File: config.mk
export PLATFORM = sky130hd
export DESIGN_NAME = fre_calc
export DESIGN_NICKNAME = d
export VERILOG_FILES = /design/src/rtl/fre_pkg.sv /design/src/rtl/seq_udiv.sv /design/src/rtl/fre_calc.sv
export SDC_FILE = /design/constraint.sdc
export NUM_CORES = 1
export LEC_CHECK = 0
export CAP_MARGIN = 10
export CORE_UTILIZATION = 65
export CTS_BUF_LIST = sky130_fd_sc_hd__clkbuf_8
export CTS_CLUSTER_DIAMETER = 60
export DETAILED_ROUTE_END_ITERATION = 7
export MAX_ROUTING_LAYER = met4
export PLACE_DENSITY_LB_ADDON = 0.1
export SLEW_MARGIN = 30
export SYNTH_ARGS = -nofsm -noshare
export SYNTH_HDL_FRONTEND = slang
export SYNTH_SLANG_ARGS = --single-unit
export TNS_END_PERCENT = 5
File: constraint.sdc
create_clock -name clk_100M -period 4.45 [get_ports clk_100M]
set_clock_uncertainty 0.15 [all_clocks]
set_input_delay 1.335 -clock clk_100M [delete_from_list [all_inputs] [get_ports clk_100M]]
set_output_delay 1.335 -clock clk_100M [all_outputs]
set_load 0.02 [all_outputs]
File: src/rtl/fre_pkg.sv
// Shared constants and state encoding for the frequency calculation stage.
package fre_pkg;

  localparam int F_REF_HZ      = 100_000_000;
  localparam int FRAC_BITS_DEF = 8;

  typedef enum logic [1:0] {
    IDLE = 2'd0,
    LOAD = 2'd1,
    DIV  = 2'd2,
    DONE = 2'd3
  } fre_state_e;

endpackage

File: src/rtl/seq_udiv.sv
// Bit-serial restoring divider: one quotient bit per cycle, MSB first,
// DIVIDEND_W iterations after a load. done_o marks the final iteration.
module seq_udiv #(
  parameter int DIVIDEND_W = 72,
  parameter int DIVISOR_W  = 32
) (
  input  logic                  clk,
  input  logic                  rst_n,
  input  logic                  load_i,
  input  logic [DIVIDEND_W-1:0] dividend_i,
  input  logic [DIVISOR_W-1:0]  divisor_i,
  output logic                  done_o,
  output logic [DIVIDEND_W-1:0] quotient_o,
  output logic [DIVISOR_W-1:0]  remainder_o
);

  localparam int CNT_W = $clog2(DIVIDEND_W);
  localparam logic [CNT_W-1:0] CNT_LAST = CNT_W'(DIVIDEND_W - 1);

  logic [DIVIDEND_W-1:0] num_q;
  logic [DIVIDEND_W-1:0] quo_q;
  logic [DIVISOR_W-1:0]  rem_q;
  logic [DIVISOR_W-1:0]  dvs_q;
  logic [CNT_W-1:0]      cnt_q;
  logic                  run_q;

  logic [DIVISOR_W:0]    rem_shift;
  logic [DIVISOR_W-1:0]  rem_diff_d;
  logic                  fits;

  // The stored remainder is always below the divisor, so only the shifted
  // trial value needs the extra bit; the difference always fits back in.
  always_comb begin
    rem_shift  = {rem_q, num_q[DIVIDEND_W-1]};
    fits       = (rem_shift >= {1'b0, dvs_q});
    rem_diff_d = rem_shift[DIVISOR_W-1:0] - dvs_q;
  end

  always_ff @(posedge clk or negedge rst_n) begin
    if (!rst_n) begin
      num_q <= '0;
      quo_q <= '0;
      rem_q <= '0;
      dvs_q <= '0;
      cnt_q <= '0;
      run_q <= 1'b0;
    end else if (load_i) begin
      num_q <= dividend_i;
      dvs_q <= divisor_i;
      rem_q <= '0;
      quo_q <= '0;
      cnt_q <= CNT_LAST;
      run_q <= 1'b1;
    end else if (run_q) begin
      num_q <= {num_q[DIVIDEND_W-2:0], 1'b0};
      rem_q <= fits ? rem_diff_d : rem_shift[DIVISOR_W-1:0];
      quo_q <= {quo_q[DIVIDEND_W-2:0], fits};
      if (cnt_q == '0) begin
        run_q <= 1'b0;
      end else begin
        cnt_q <= cnt_q - 1'b1;
      end
    end
  end

  assign done_o      = run_q & (cnt_q == '0);
  assign quotient_o  = quo_q;
  assign remainder_o = rem_q;

endmodule

File: src/rtl/fre_calc.sv
// Computes f = N * F_REF / M in fixed point after each falling gate edge.
// Build option FRE_CALC_ROUND_EN: round to nearest instead of truncating.
module fre_calc
  import fre_pkg::*;
#(
  parameter int F_REF     = F_REF_HZ,
  parameter int FRAC_BITS = FRAC_BITS_DEF
) (
  input  logic                    clk_100M,
  input  logic                    rst_n,
  input  logic [31:0]             M,
  input  logic [31:0]             N,
  input  logic                    gate,
  output logic [31+FRAC_BITS:0]   freq,
  output logic                    freq_valid,
  output logic                    busy,
  output logic                    div_err
);

  localparam int OUT_W = 32 + FRAC_BITS;
  localparam int NUM_W = 64 + FRAC_BITS;

  fre_state_e        state_q;
  logic              gate_pre_q;
  logic              zero_q;
  logic [OUT_W-1:0]  freq_q;
  logic              freq_valid_q;
  logic              div_err_q;
  logic              busy_q;

  logic              start;
  logic              div_load;
  logic              div_done;
  logic              overflow;
  logic [NUM_W-1:0]  num_d;
  logic [NUM_W-1:0]  quo;
  logic [31:0]       rem_unused;

  assign start    = gate_pre_q & ~gate;
  assign div_load = (state_q == LOAD);
  assign overflow = |quo[NUM_W-1:OUT_W];

  // Half the divisor added up front turns the truncating divide into round-half-up.
  always_comb begin
    num_d = (NUM_W'(N) * NUM_W'(F_REF)) << FRAC_BITS;
`ifdef FRE_CALC_ROUND_EN
    num_d = num_d + NUM_W'(M >> 1);
`endif
  end

  seq_udiv #(
    .DIVIDEND_W (NUM_W),
    .DIVISOR_W  (32)
  ) u_div (
    .clk         (clk_100M),
    .rst_n       (rst_n),
    .load_i      (div_load),
    .dividend_i  (num_d),
    .divisor_i   (M),
    .done_o      (div_done),
    .quotient_o  (quo),
    .remainder_o (rem_unused)
  );

  always_ff @(posedge clk_100M or negedge rst_n) begin
    if (!rst_n) begin
      state_q      <= IDLE;
      gate_pre_q   <= 1'b0;
      zero_q       <= 1'b0;
      freq_q       <= '0;
      freq_valid_q <= 1'b0;
      div_err_q    <= 1'b0;
      busy_q       <= 1'b0;
    end else begin
      gate_pre_q   <= gate;
      freq_valid_q <= 1'b0;
      case (state_q)
        IDLE: begin
          if (start) begin
            state_q <= LOAD;
            busy_q  <= 1'b1;
          end
        end
        LOAD: begin
          zero_q  <= (M == 32'd0);
          state_q <= DIV;
        end
        DIV: begin
          if (div_done) begin
            state_q <= DONE;
          end
        end
        DONE: begin
          // A zero divisor still runs the full divide so latency stays fixed.
          if (zero_q || overflow) begin
            freq_q    <= '1;
            div_err_q <= 1'b1;
          end else begin
            freq_q    <= quo[OUT_W-1:0];
            div_err_q <= 1'b0;
          end
          freq_valid_q <= 1'b1;
          busy_q       <= 1'b0;
          state_q      <= IDLE;
        end
        default: begin
          state_q <= IDLE;
          busy_q  <= 1'b0;
        end
      endcase
    end
  end

  assign freq       = freq_q;
  assign freq_valid = freq_valid_q;
  assign busy       = busy_q;
  assign div_err    = div_err_q;

endmodule

== Word-level counts from Yosys, hierarchy flattened ==
Cells that the tools add are included.
W data, S select, Z words.

* Shift-type cells: 0
* Multiply operators: 1
* Divide/modulo/power cells: 0
* Reduce and logical (&&, ||, !) cells: 10
* Magnitude comparators: 1
* $add $sub $neg: 2
* Muxes and demuxes: 21
* Bitwise operators: 3
* Equal/unequal tests: 6

{| class="wikitable"
|+ Operator list
! cell !! count
|-
| $mux W72 || 4
|-
| $mux W32 || 3
|-
| $mul A32 B19 Y51 const B || 1
|-
| $mux W40 || 1
|-
| $ge A33 B32 Y1 || 1
|-
| $logic_not A32 Y1 || 1
|-
| $reduce_or A32 Y1 || 1
|-
| $sub A32 B32 Y32 || 1
|-
| $mux W7 || 3
|-
| $pmux W2 S4 || 1
|-
| $logic_not A7 Y1 || 1
|-
| $sub A7 B1 Y7 const B || 1
|-
| $mux W1 || 6
|-
| $ne A2 B2 Y1 const B || 3
|-
| $reduce_and A2 Y1 || 3
|-
| $eq A2 B2 Y1 const B || 2
|-
| $mux W2 || 2
|-
| $reduce_bool A2 Y1 || 2
|-
| $and A1 B1 Y1 || 2
|-
| $eq A2 B1 Y1 const B || 1
|-
| $logic_not A2 Y1 || 1
|-
| $pmux W1 S2 || 1
|-
| $logic_or A1 B1 Y1 || 1
|-
| $not A1 Y1 || 1
|}

* Output and inout port bits: 43
* Memories: 0
* Bits in latches: 0
* Memory bits (read-only): 0
* Memory bits (writable): 0
* Bits of input ports: 67
* Flip-flop bits (word level): 263

== Logic depth before layout (Yosys ltp) ==
Gate-level depths: netlist of run 1.

* Depth after elaboration: 4
* Depth in mapped cells: 22
* Depth with buffers taken out: 21

== Modules after synthesis ==
From an unflattened synthesis of run 1, not the netlist that was laid out.

* Cells, all modules: 2483
* Area, all modules: 24711.2 µm²

{| class="wikitable"
|+ By module, submodules not included
! module !! sequential area each (µm²) !! times used !! cells an instance !! area each (µm²)
|-
| fre_calc || 1176.1 || 1 || 1334 || 13588.0
|-
| seq_udiv || 5405.2 || 1 || 1149 || 11123.2
|}

== Least setup slack after synthesis of run 1 ==
Ideal clock, no wire load.

* Path kind: input to register
* From: in N[13]
* To: reg u_div.num_q[62]
* Path buffers: 1
* Stages on the path: 20
* Required time: 4.154 ns
* Path slack: -2.490 ns
* Data arrival time: 6.644 ns
* Cell sequence: inv_1 fa_1 fa_1 inv_1 fa_1 fa_1 fa_1 inv_1 fa_1 inv_1 ha_1 clkbuf_1 a21oi_1 o21ai_0 a211oi_1 o211ai_1 a2111oi_2 nor2_1 a2111oi_0 a221oi_1

* Word-level cells in the longest chain between the ends: 2

{| class="wikitable"
|+ RTL lines
! item !! line !! source
|-
| start, declared || fre_calc.sv:12 || <nowiki>input logic [31:0] N,</nowiki>
|-
| $mul A32 B19 Y51 || fre_calc.sv:45 || <nowiki>num_d = (NUM_W'(N) * NUM_W'(F_REF)) << FRAC_BITS;</nowiki>
|-
| $mux W72 || seq_udiv.sv:47 || <nowiki>end else if (load_i) begin</nowiki>
|-
| end signal, assigned || seq_udiv.sv:48 || <nowiki>num_q <= dividend_i;</nowiki>
|-
| end signal, assigned || seq_udiv.sv:55 || <nowiki>num_q <= {num_q[DIVIDEND_W-2:0], 1'b0};</nowiki>
|-
| end, declared || seq_udiv.sv:20 || <nowiki>logic [DIVIDEND_W-1:0] num_q;</nowiki>
|}

Every way passes these cells.
A chain may end at the register's enable or synchronous reset.

== Worst setup path after layout of run 1 ==
* From: in N[5]
* To: reg u_div.num_q[64]

Same word-level chain as after synthesis.

==> impl_metrics.json, run 1 <==
{
  "initialDrtViolationCount": 1020,
  "drv_slew": 0,
  "fill_cells": 2089,
  "grt_start_max_net_pins": 119,
  "holdBufCountCts": 0,
  "multi_input_area_sq_um": 17780,
  "yosysWarnings": 0,
  "synth_top_family_by_area": "adder cells",
  "cts_tree": "built",
  "synthSimpleGateAreaFrac_pct": 8.902,
  "crit_arrival_ps": 6900,
  "synth_fa_ha_area_share_pct": 35.77,
  "worst_slew_pin_slew_ps": 839.1,
  "slowest_delay_ps": 610,
  "nNetsFinal": 3444,
  "drc": 0,
  "synth.area.mux_share_pct": 5.921,
  "fin_crit_sh_pct": 149.0,
  "critPathTopFamily": "adder cells",
  "drv_cap": 0,
  "core_area_sq_um": 36700,
  "via_count": 19750,
  "violations": "negative setup slack",
  "start_util_pct": 66.22,
  "fmax_mhz": 150.8,
  "h-tree-depth": 2,
  "yosys_register_bits": 247,
  "cts_buffers": 37,
  "syn_nets": 3041,
  "yosysSeqAreaShare_pct": 25.44,
  "rsz0062_at_grt": "yes",
  "die_y_microns": 195.4,
  "final-instance-count-excl-fill": 3334,
  "std_cell_rows": 70,
  "area_growth_pct": 26.48,
  "grtUsageTotal_pct": 35.09,
  "crit_chain": "buf_8 -> clkinvlp_4 -> fa_1 -> fa_1 -> inv_2 -> fa_1 -> fa_2 -> fa_1 -> inv_2 -> fa_1 -> inv_2 -> ha_4 -> nand4_1 -> a211o_1 -> a311oi_2 -> buf_4 -> o21ai_2 -> buf_4 -> o41ai_4 -> xnor2_1 -> o21ai_1",
  "setup_viol": 42,
  "grt_overflow_total": 0,
  "wl_per_cell_microns": 20.10,
  "layout_setup_ws_ps": -2181,
  "crit_buf_inv": 7,
  "cts_root_buf": "clkbuf_8",
  "syn-instance-count": 2440,
  "synth_xor_xnor_area_share_pct": 3.208,
  "clock_sinks": 247,
  "routabilityCongestion": 0.9403,
  "maxSlewHeadroom_pct": 43.54,
  "die_w_microns": 195.4,
  "synth_cell_types": 79,
  "grt_pass1_wl_mm": 103.9,
  "clkTransAtPathRegs_ps": 60,
  "drive_above_1_share_pct": 25.26,
  "regArea_sq_um": 6185,
  "clk_latency_ps": 550,
  "hold_viol": 0,
  "start_kind": "input port",
  "avgSynthCellArea_sq_um": 9.959,
  "port_buffers": 109,
  "ios": 110,
  "placed_cells": 3220,
  "yosys_most_used_dff": "dfrtp_1",
  "cp_slowest_cell": "fa_1",
  "crit_path_max_fanout": 6,
  "synthArstFlopShare_pct": 100.0,
  "fp.dieArea_sq_um": 38160,
  "hold_path.class": "flop to flop",
  "synth-compound-area-share_pct": 12.69,
  "antennaDiodeCount": 0,
  "final_antenna_net_count": 0,
  "dr.pass1.iters": 5,
  "fin_crit_ps": 6631,
  "crit_path_end_kind": "flop",
  "antenna_found_initial": 0,
  "crit_top_cell": "fa_1",
  "grt_pass1_vias": 20840,
  "synth-edff-count": 0,
  "vias_per_cell": 5.925,
  "outcome": "finished with violations",
  "required_ps": 4720,
  "path_class": "input port to flop",
  "hpwlAfterDp_mm": 45.49,
  "synth_area_sq_um": 24300,
  "clockBufferDepth": 3,
  "totalWireLength_mm": 67.01
}
metal layers:
metal  part of all wire (%)  up-vias  GRT usage, %
met5                      0        -             -
met4                    5.5        0         15.75
met3                    4.4      292         3.178
met2                     50      714         60.11
met1                     40     9793         42.36
li1                       -     8954             -
cell families (layout without fill, tap and decap cells):
| kind of cell | Yosys count | after routing |
|---|---|---|
| adder cells (fa/ha/maj) | 534 | 534 |
| buffers and inverters | 513 | 939 |
| AND/OR/NAND/NOR | 462 | 462 |
| AO/OA/AOI/OAI | 452 | 452 |
| flip-flops | 247 | 247 |
| multiplexers | 143 | 143 |
| XOR/XNOR | 89 | 89 |
synthesized netlist by cell type (20+ instances only):
cell type    n  area share [%]
o21ai_0    106             2.2
nor2b_1     22            0.57
nor2_1     152             2.3
xor2_1      44             1.6
xnor2_1     45             1.6
ha_1       266              14
o22a_1      40             1.4
mux2i_1    137             5.6
nand3_1     32            0.66
dfrtp_1    247              25
fa_1       268              22
nand2_1    133             2.1
nor4_1      20            0.51
inv_1      422             6.5
a21o_1      69             2.1
clkbuf_1    64            0.99
a211oi_1    40             1.2
a21oi_1     75             1.5
nand4_1     20            0.51
layout make-up:
cell class                      instances  area share [%]
Clock buffer                           45           2.015
Inverter                              423           5.284
Multi-Input combinational cell       1680           57.85
Sequential cell                       247           20.12
Timing Repair Buffer                  454           12.47
Tap cell                              468           1.905
Clock inverter                         17          0.3542
per-stage QoR:
stage                     setup slack (ps)  hold WS [ps]  utilization [%]  cell area [sq um]  TNS, ps
after global placement               -3272         311.5            76.10              27930  -110280
after detailed placement             -3332         329.3            76.10              27930  -113380
after floorplan                      -2317         328.8                -              24370   -72310
final                                -2181         343.5            83.75              30740   -69270
after CTS                            -1937         343.6            82.65              30330   -60040
after global routing                 -2295         350.3            83.75              30740   -75020
worst register-to-register path, cell delays in order (launching register included):
cell	delay (ps)
dfrtp_1	380
inv_1	90
ha_1	220
fa_1	410
nor2b_1	170
o31a_1	250
o2111ai_1	240
a211oi_1	370
o21ai_0	170
mux2i_1	150
o41ai_1	430
a311oi_1	140
cell usage in the layout (no fill, tap or decap), types with 40 or more instances in the layout:
cell / Yosys / final
ha_1: 266 / 187
clkbuf_8: 0 / 45
dfrtp_1: 247 / 246
a21o_1: 69 / 67
nor2_1: 152 / 148
o22a_1: 40 / 40
xnor2_1: 45 / 40
ha_4: 0 / 73
fa_1: 268 / 225
nand2_1: 133 / 125
a21oi_1: 75 / 54
buf_4: 0 / 310
mux2i_1: 137 / 137
fa_2: 0 / 43
inv_1: 422 / 382
o21ai_0: 106 / 88
clkdlybuf4s50_1: 0 / 76
state kept, by name (all words and copies together) (netlist names):
register / count
busy: 1
div_err: 1
freq: 40
freq_valid: 1
gate_pre_q: 1
state_q: 2
u_div.cnt_q: 7
u_div.dvs_q: 32
u_div.num_q: 56
u_div.quotient_o: 72
u_div.remainder_o: 32
u_div.run_q: 1
zero_q: 1
what timing repair did:
item | in CTS | in global routing
hold endpoints to repair | 0 | 0
gates resized for setup | 402 | 89
setup buffers | 41 | 11
cloned | 0 | 0
pin swaps | 174 | 72
setup endpoints to repair | 42 | 42
path summary, 6_finish.rpt:
kind,start,endpoint,slack (ps),cells past startpoint
max in group asynchronous,rst_n,u_div.cnt_q[4],2790,2
worst max-delay path,N[5],u_div.num_q[64],-2180,21
worst min register to register,div_err,div_err,340,1
worst min-delay path,div_err,div_err,340,1
min in group asynchronous,rst_n,u_div.dvs_q[17],580,1
worst max register to register,u_div.num_q[71],u_div.remainder_o[20],1110,11
Power of run 1 is left out: the tool's default activity adds up to more than one toggle a clock period on the data nets, which glitch-free logic cannot reach.
==> run 2: changes to the inputs <==
--- a/config.mk
+++ b/config.mk
@@ -6,7 +6,7 @@
 export NUM_CORES = 1
 export LEC_CHECK = 0
 export CAP_MARGIN = 10
-export CORE_UTILIZATION = 65
+export CORE_UTILIZATION = 60
 export CTS_BUF_LIST = sky130_fd_sc_hd__clkbuf_8
 export CTS_CLUSTER_DIAMETER = 60
 export DETAILED_ROUTE_END_ITERATION = 7
==> run 2 against run 1 <==
  * Non-clock buffer count up 11
  * Final cell count rose by 2.0%
  * Cell area increased by 0.18%
  * Register-to-register slack got worse by 330 ps
  * The flow still finishes with violations (negative setup slack)
  * Flip-flop and latch count stayed put
  * Via count decreased by 4.4%
  * Die area increased by 8.2%
  * First-iteration DRC count fell by 18%
  * Count of clock-buffer cells in the layout grew 2
  * Worst hold slack worse by 8.6 ps
  * Sequential share of layout area about the same
==> impl_metrics.json, run 2 (synthesized netlist as in run 1, its figures left out) <==
{
  "required_ps": 4710,
  "holdBufCountCts": 0,
  "initialDrtViolationCount": 836,
  "ios": 110,
  "hpwlAfterDp_mm": 45.86,
  "h-tree-depth": 2,
  "grt_start_max_net_pins": 115,
  "fin_crit_ps": 6549,
  "path_class": "input port to flop",
  "clockBufferDepth": 3,
  "drv_slew": 0,
  "std_cell_rows": 73,
  "fin_crit_sh_pct": 147.2,
  "critPathTopFamily": "adder cells",
  "antenna_found_initial": 0,
  "routabilityCongestion": 0.9665,
  "layout_common_cells": "inv_1 (389), buf_4 (324), dfrtp_1 (246), fa_1 (231), ha_1 (186)",
  "final_antenna_net_count": 0,
  "vias_per_cell": 5.554,
  "slowest_delay_ps": 610,
  "clock_sinks": 247,
  "cts_root_buf": "clkbuf_8",
  "fmax_mhz": 152.7,
  "worst_slew_pin_slew_ps": 744.3,
  "crit_path_max_fanout": 6,
  "wl_per_cell_microns": 17.82,
  "via_count": 18880,
  "die_y_microns": 203.3,
  "hold_depth": 1,
  "area_growth_pct": 26.71,
  "start_kind": "input port",
  "dr.pass1.iters": 5,
  "antennaDiodeCount": 0,
  "totalWireLength_mm": 60.57,
  "hold_path.class": "flop to flop",
  "core_area_sq_um": 39820,
  "drv_cap": 0,
  "drc": 0,
  "clk_latency_ps": 560,
  "drive_above_1_share_pct": 24.03,
  "crit_top_cell": "fa_1",
  "outcome": "finished with violations",
  "cts_buffers": 37,
  "hold_end": "div_err",
  "grt_overflow_total": 0,
  "rr_endpoint": "u_div.remainder_o[15]",
  "port_buffers": 109,
  "reg2reg_depth": 10,
  "setup_viol": 42,
  "fp.dieArea_sq_um": 41310,
  "violations": "negative setup slack",
  "grt_pass1_wl_mm": 100.3,
  "layout_commonest_cell": "inv_1",
  "crit_path_end_kind": "flop",
  "crit_chain": "clkdlybuf4s15_2 -> inv_2 -> fa_1 -> inv_1 -> ha_1 -> a21o_1 -> fa_2 -> fa_1 -> fa_1 -> inv_1 -> fa_1 -> inv_1 -> ha_4 -> o21a_1 -> a21oi_2 -> a211o_1 -> a311oi_2 -> buf_4 -> o21ai_2 -> buf_4 -> o41ai_4 -> xnor2_1 -> o21ai_1",
  "rr_startpoint": "u_div.remainder_o[19]",
  "start_util_pct": 61.02,
  "maxSlewHeadroom_pct": 50.38,
  "r2r_setup_slack_ps": 780,
  "tns_ps": -68330,
  "die_w_microns": 203.3,
  "crit_arrival_ps": 6810,
  "crit_buf_inv": 7,
  "nNetsFinal": 3455,
  "hp-start": "div_err",
  "hold_viol": 0,
  "grt_pass1_vias": 20290,
  "rsz0062_at_grt": "yes",
  "whs_ps": 334.9,
  "cp_slowest_cell": "fa_2",
  "clkTransAtPathRegs_ps": 60,
  "layout_setup_ws_ps": -2099,
  "grtUsageTotal_pct": 30.97,
  "place_worst_setup_slack_ps": -3461,
  "largest_reg_flops": 72,
  "cts_tree": "built"
}
-- run 2: cell types whose count changed in the layout (fill, tap and decap cells not counted), sizes merged --
cell / delta
clkdlybuf4s15: +5
clkinv: -3
dlygate4sd2: +3
buf: +2
clkbuf: +2
inv: -2
clkinvlp: +1
dlymetal6s2s: +1
-- run 2: per-stage QoR --
step / cells / cell area (sq um) / util, %
2_1_floorplan: 2440 / 24370 / -
3_3_place_gp: 3297 / 28150 / 70.68
3_5_place_dp: 3297 / 28150 / 70.68
4_1_cts: 3395 / 30610 / 76.88
5_1_grt: 3400 / 30790 / 77.32
6_report: 3400 / 30790 / 77.32
-- run 2: cell type report --
type / count / area (sq um)
multi-input cells: 1680 / 17680
fillers: 2716 / 9031
flip-flops and latches: 247 / 6185
repair buffers: 465 / 3926
inverters: 423 / 1609
well taps: 525 / 656.9
clock buffers: 47 / 646.9
clock inverters: 13 / 90.09
-- run 2: repair_timing --
item / in CTS / in global routing
pin swaps: 151 / 49
resized for setup: 359 / 54
endpoints found under the setup margin: 42 / 42
setup buffers: 38 / 5
-- run 2: how the worst max path moves through the flow --
stage / start / end / slack (ps) / depth (start not counted)
4_1_cts: N[28] / u_div.num_q[62] / -1990 / 20
6_report: N[6] / u_div.num_q[64] / -2100 / 23
3_5_place_dp: N[5] / u_div.num_q[65] / -3460 / 20
2_1_floorplan: N[21] / u_div.num_q[62] / -2320 / 20
5_1_grt: N[6] / u_div.num_q[64] / -2240 / 23
3_3_place_gp: N[5] / u_div.num_q[59] / -3390 / 21
-- run 2: worst reg2reg max path, delay by kind of cell, from the launching register on --
kind                       cells  cell delay, ps
and+or+nand+nor                3            1340
muxes                          1             150
adders and majority gates      1             410
DFF                            1             420
buffers and inverters          1             320
AOI/OAI and AO/OA              4             780
-- run 2: layer usage --
layer	wire [microns]	share of wire (%)	track usage, %	vias up
met4	2518	4.2	11.71	0
li1	-	-	-	8954
met1	25810	43	38.53	9352
met3	1848	3.1	2.445	155
met2	30400	50	52.88	421
met5	0	0	-	-
Power of run 2 is left out for the same reason.
==> run 3: changes to the inputs <==
--- a/config.mk
+++ b/config.mk
@@ -5,6 +5,7 @@
 export SDC_FILE = /design/constraint.sdc
 export NUM_CORES = 1
 export LEC_CHECK = 0
+export ABC_CLOCK_PERIOD_IN_PS = 4450
 export CAP_MARGIN = 10
 export CORE_UTILIZATION = 60
 export CTS_BUF_LIST = sky130_fd_sc_hd__clkbuf_8
==> results of run 3 <==
Final layout, timing and power as in run 2 (identical DEF).
Power of run 3 is left out for the same reason.
